--- src/rtl/spi_master_arbiter.sv ---
// Round-robin sharing of one SPI Master between NUM_REQ requesters: grant, timed start window, capture, done.
// Optional macro SPI_ARB_SLAVE_CHECK_EN rejects a winner whose slave select is 2'b11 and pulses err instead.
module spi_master_arbiter #(
    parameter int NUM_REQ     = 3,
    parameter int XFER_CYCLES = 9,
    parameter int GAP_CYCLES  = 1
) (
    input  logic                   clk,
    input  logic                   reset,
    input  logic [NUM_REQ-1:0]     req,
    input  logic [2*NUM_REQ-1:0]   req_slave,
    input  logic [8*NUM_REQ-1:0]   req_data,
    output logic [NUM_REQ-1:0]     gnt,
    output logic [NUM_REQ-1:0]     done,
    output logic [7:0]             rx_data,
    output logic                   busy,
    output logic                   m_start,
    output logic [1:0]             m_slave_select,
    output logic [7:0]             m_data_to_send,
    input  logic [7:0]             m_data_received
`ifdef SPI_ARB_SLAVE_CHECK_EN
    ,
    output logic                   err
`endif
);

    localparam int PTR_W   = (NUM_REQ > 1) ? $clog2(NUM_REQ) : 1;
    localparam int CNT_MAX = (XFER_CYCLES > GAP_CYCLES) ? XFER_CYCLES : GAP_CYCLES;
    localparam int CNT_W   = $clog2(CNT_MAX + 1);

    typedef enum logic [1:0] {IDLE, XFER, CAPTURE, GAP} state_t;

    state_t             state_q, state_d;
    logic [PTR_W-1:0]   rr_ptr_q, rr_ptr_d;
    logic [CNT_W-1:0]   cnt_q, cnt_d;
    logic [NUM_REQ-1:0] gnt_q, gnt_d;
    logic [NUM_REQ-1:0] done_q, done_d;
    logic [7:0]         rx_q, rx_d;
    logic               busy_q, busy_d;
    logic               start_q, start_d;
    logic [1:0]         ss_q, ss_d;
    logic [7:0]         dts_q, dts_d;
`ifdef SPI_ARB_SLAVE_CHECK_EN
    logic               skip_q, skip_d;
    logic               err_q, err_d;
`endif

    logic               found;
    logic [PTR_W-1:0]   win;
    logic [1:0]         win_slave;
    logic [7:0]         win_data;

    // First requester after rr_ptr, wrapping modulo NUM_REQ.
    always_comb begin
        int idx;
        found = 1'b0;
        win   = '0;
        idx   = 0;
        for (int i = 1; i <= NUM_REQ; i++) begin
            idx = int'(rr_ptr_q) + i;
            if (idx >= NUM_REQ) idx = idx - NUM_REQ;
            if (!found && req[PTR_W'(idx)]) begin
                found = 1'b1;
                win   = PTR_W'(idx);
            end
        end
        win_slave = req_slave[2*int'(win) +: 2];
        win_data  = req_data[8*int'(win) +: 8];
    end

    always_comb begin
        state_d  = state_q;
        rr_ptr_d = rr_ptr_q;
        cnt_d    = cnt_q;
        gnt_d    = gnt_q;
        done_d   = '0;
        rx_d     = rx_q;
        start_d  = start_q;
        ss_d     = ss_q;
        dts_d    = dts_q;
`ifdef SPI_ARB_SLAVE_CHECK_EN
        skip_d   = skip_q;
        err_d    = 1'b0;
`endif
        case (state_q)
            IDLE: begin
                if (found) begin
                    gnt_d      = '0;
                    gnt_d[win] = 1'b1;
                    ss_d       = win_slave;
                    dts_d      = win_data;
                    rr_ptr_d   = win;
                    cnt_d      = '0;
                    start_d    = 1'b1;
                    state_d    = XFER;
`ifdef SPI_ARB_SLAVE_CHECK_EN
                    // No chip-select line: hold the grant one cycle, then report instead of transferring.
                    if (win_slave == 2'b11) begin
                        start_d = 1'b0;
                        skip_d  = 1'b1;
                        state_d = CAPTURE;
                    end
`endif
                end
            end
            XFER: begin
                if (cnt_q == CNT_W'(XFER_CYCLES - 1)) begin
                    start_d = 1'b0;
                    state_d = CAPTURE;
                end else begin
                    cnt_d = cnt_q + 1'b1;
                end
            end
            CAPTURE: begin
`ifdef SPI_ARB_SLAVE_CHECK_EN
                if (skip_q) err_d = 1'b1;
                else        rx_d  = m_data_received;
                skip_d = 1'b0;
`else
                rx_d = m_data_received;
`endif
                done_d  = gnt_q;
                gnt_d   = '0;
                cnt_d   = '0;
                state_d = GAP;
            end
            GAP: begin
                if (cnt_q == CNT_W'(GAP_CYCLES - 1)) state_d = IDLE;
                else                                 cnt_d   = cnt_q + 1'b1;
            end
            default: state_d = IDLE;
        endcase
        busy_d = (state_d != IDLE);
    end

    always_ff @(posedge clk) begin
        if (reset) begin
            state_q  <= IDLE;
            rr_ptr_q <= PTR_W'(NUM_REQ - 1);
            cnt_q    <= '0;
            gnt_q    <= '0;
            done_q   <= '0;
            rx_q     <= '0;
            busy_q   <= 1'b0;
            start_q  <= 1'b0;
            ss_q     <= '0;
            dts_q    <= '0;
`ifdef SPI_ARB_SLAVE_CHECK_EN
            skip_q   <= 1'b0;
            err_q    <= 1'b0;
`endif
        end else begin
            state_q  <= state_d;
            rr_ptr_q <= rr_ptr_d;
            cnt_q    <= cnt_d;
            gnt_q    <= gnt_d;
            done_q   <= done_d;
            rx_q     <= rx_d;
            busy_q   <= busy_d;
            start_q  <= start_d;
            ss_q     <= ss_d;
            dts_q    <= dts_d;
`ifdef SPI_ARB_SLAVE_CHECK_EN
            skip_q   <= skip_d;
            err_q    <= err_d;
`endif
        end
    end

    assign gnt            = gnt_q;
    assign done           = done_q;
    assign rx_data        = rx_q;
    assign busy           = busy_q;
    assign m_start        = start_q;
    assign m_slave_select = ss_q;
    assign m_data_to_send = dts_q;
`ifdef SPI_ARB_SLAVE_CHECK_EN
    assign err            = err_q;
`endif

endmodule

--- config.mk ---
export PLATFORM = sky130hd
export DESIGN_NAME = spi_master_arbiter
export DESIGN_NICKNAME = d
export VERILOG_FILES = /design/src/rtl/spi_master_arbiter.sv
export SDC_FILE = /design/constraint.sdc
export NUM_CORES = 1
export LEC_CHECK = 0
export ABC_CLOCK_PERIOD_IN_PS = 2850
export BUFFER_PORTS_ARGS = -buffer_cell sky130_fd_sc_hd__buf_2
export CORE_UTILIZATION = 48
export CTS_CLUSTER_DIAMETER = 100
export CTS_CLUSTER_SIZE = 14
export DETAILED_ROUTE_END_ITERATION = 16
export PLACE_DENSITY_LB_ADDON = 0.15
export SYNTH_ARGS = -nofsm -noshare
export SYNTH_HDL_FRONTEND = slang
export SYNTH_SLANG_ARGS = --single-unit
--- constraint.sdc ---
create_clock -name clk -period 2.85 [get_ports clk]
set_clock_uncertainty 0.2 [all_clocks]
set_input_delay 0.1425 -clock clk [delete_from_list [all_inputs] [get_ports clk]]
set_output_delay 0.1425 -clock clk [all_outputs]
set_load 0.005 [all_outputs]
==> impl_results.md <==
- Outcome: finished, final reports clean
- Crit path arrival time: 2.54 ns
- Final Instance Area: 2630 sq um
- Yosys reg bits: 34
- Net switching power figure: 859 uW
- Fin crit share: 0.898
- VDD IR max: 0.000493 V
- Final WL: 5030 microns
- # H-tree levels: 2
- Top Layer Used: met4
- Hold Fails Final Rpt: 0
- Vias in the first global route: 1,818
- Clock sink count: 34
- Longest Clk Path Bufs: 2
- Tot GR Track Use: 0.270
- WS Path Type: reg2reg
- Power Density: 846 nW/um^2
- Nets: 355
- WL/cell: 14.3 microns
- Endpoints failing setup: 0
- Crit start category: flip-flop
- Root buf cell: clkbuf_8
- Sw frac: 0.386
- DRC Markers: 0
- Initial core utilization: 0.518
- Cell Area, Synth: 1780 sq um
- Total gr overflow: 0
- CTS tree: built
- Inserted Diodes: 0
- Initial DRC count: 118
- Seq/Total Area, Yosys: 0.382
- Core box area: 3440 sq um
- Row Count: 21
- Cts bufs inserted: 5
- Setup_tns: 0 ns
- Static leakage: 0.00119 uW
- Critical-path maximum fanout: 9
- Clk pin slew, worst setup/hold paths: 0.07 ns
- Slew @ Worst Pin: 0.706 ns
- Routed vias/inst: 5.23
- Num ports: 69
- Worst skew pair latency: 0.28 ns
- Post-synthesis async set-or-reset flop share: 0
- Met1 Wirelength: 2100 microns
- Largest net degree at the start of global routing: 23
- RSZ-0062 raised after global routing: false
- Max cap viols: 0
- Worst slew margin: 0.528
- Cell Int Power: 1370 uW
- Die H: 62.9 microns
- Synthesized instance count: 201
- Logic pwr share: 0.516
- Layout cells sized above 1: 0.307
- Worst Setup End Kind: flip-flop
- Placer Congestion: 0.865
- Warnings, synthesis: 0
- Req. time, crit path: 2.84 ns
- Syn nets: 250
- Syn_area_per_cell: 8.86 sq um
- Met3 routed wirelength: 218 microns
- Dpl cells: 307
- Met2 WL post-DR: 2460 microns
- First drt pass iteration count: 4
- Area Growth Syn to Fin: 47.8%
- First-pass GRT wire length: 8380 microns
- Die width: 62.9 microns
- Post-CTS setup buffer count: 0
- Vias: 1,842
- Final HPWL DP: 2920 microns
- Synth Flop Type: dfxtp_1
- Dpl cell area: 2140 sq um
- Flop pwr share: 0.283
- Slew Limit Fails: 0
- Fmax: 0.391 GHz
- Initial antenna violation count: 0
- Port bufs: 68
- Finished Layout Cells: 352
- Post-DRT Antenna Nets: 0
- Post-synth EDFFs: 0
- Worst min-delay path category: in2reg
- Count of cell types in the netlist: 44
- DIE AREA: 3960 sq um
- Crit path time final: 2.56 ns
- Clock power frac: 0.201
## cells by family after synthesis
kind of cell    share of synthesized area
fa+ha+maj                          0.0421
buf+inv                            0.0604
simple gates                        0.216
compound gates                      0.218
mux                                0.0815
flops                               0.382
## final timing paths
| check | cells after the start | end | slack [ns] | start |
|---|---|---|---|---|
| worst max-delay path | 7 | m_data_to_send[2] | 0.29 | rr_ptr_q[0] |
| worst min-delay path | 2 | rr_ptr_q[0] | 0.04 | reset |
| worst max register to register | 7 | m_data_to_send[2] | 0.29 | rr_ptr_q[0] |
| worst min register to register | 2 | rx_data[6] | 0.25 | rx_data[6] |
## power groups by stage
| stage | Combinational (uW) | Sequential [uW] | Clock (uW) |
|---|---|---|---|
| floorplan | 899 | 631 | 0 |
| global placement | 1080 | 637 | 0 |
| detailed placement | 1090 | 641 | 0 |
| CTS | 1140 | 631 | 453 |
| global route | 1250 | 645 | 482 |
| finish | 1150 | 631 | 447 |
## synthesized netlist by cell type (2+ instances only)
master	count	area, sq um
nand2_1	36	135
dfxtp_1	34	681
a21oi_1	14	70.1
mux2i_1	13	130
nor2_1	12	45.0
nand3_1	10	50.1
inv_1	9	33.8
o221ai_1	7	61.3
clkbuf_1	6	22.5
ha_1	6	75.1
nand4_1	5	31.3
nand2b_1	4	25.0
o221ai_2	4	60.1
and3_1	3	18.8
o2bb2ai_1	3	26.3
a31oi_1	2	12.5
and2_1	2	12.5
buf_2	2	10.0
buf_4	2	15.0
buf_6	2	22.5
o31ai_1	2	15.0
## cell usage in the layout (no fill, tap or decap), types with 2 or more instances in the layout
cell type,n
buf_2,68
dlygate4sd3_1,38
nand2_1,36
dfxtp_1,34
a21oi_1,14
mux2i_1,13
nor2_1,12
nand3_1,10
inv_1,9
o221ai_1,7
ha_1,6
clkbuf_8,6
nand4_1,5
nand2b_1,4
o221ai_2,4
buf_4,4
o2bb2ai_1,3
and3_1,3
and2_1,2
o31ai_1,2
a31oi_1,2
## routing by layer
layer  GRT usage  vias to the layer above
met5           0                        -
met4       0.177                        0
met3      0.0566                       25
met2       0.448                       64
met1       0.310                      833
li1            -                      920
## worst max-delay path, cell delays in order, from the launching register on
cell and delay, ns:
dfxtp_1 0.45, ha_1 0.33, mux2i_1 0.37, nand2_1 0.10, o31ai_1 0.34, and2_1 0.39
nand3_1 0.15, o221ai_1 0.11
## metrics by stage
stage | util | setup slack [ns] | power (uW) | hold WS [ns]
2_1_floorplan | - | 0.472 | 1530 | 0.0785
3_3_place_gp | 0.622 | 0.395 | 1720 | 0.169
3_5_place_dp | 0.622 | 0.357 | 1730 | 0.174
4_1_cts | 0.765 | 0.340 | 2220 | 0.0486
5_1_grt | 0.765 | 0.102 | 2380 | 0.0671
6_report | 0.765 | 0.292 | 2230 | 0.0417
## registers in the layout (all words and copies together), names as in the netlist
name            count
m_start             1
rr_ptr_q            2
state_q             2
done                3
cnt_q               4
rx_data             8
m_slave_select      2
busy                1
m_data_to_send      8
gnt                 3
## final cells by class
type	instances	area (sq um)
clock buffers	6	82.6
clock inverters	1	30.0
fillers	240	810
inverters	10	37.5
multi-input cells	145	993
flip-flops and latches	34	681
well taps	46	57.6
repair buffers	110	751
## what timing repair did
action	CTS	global route
setup endpoints to repair	0	0
hold buffers	38	0
resized for setup	0	0
endpoints found under the hold margin	18	0
No activity file was read; power rests on OpenSTA's default activity.
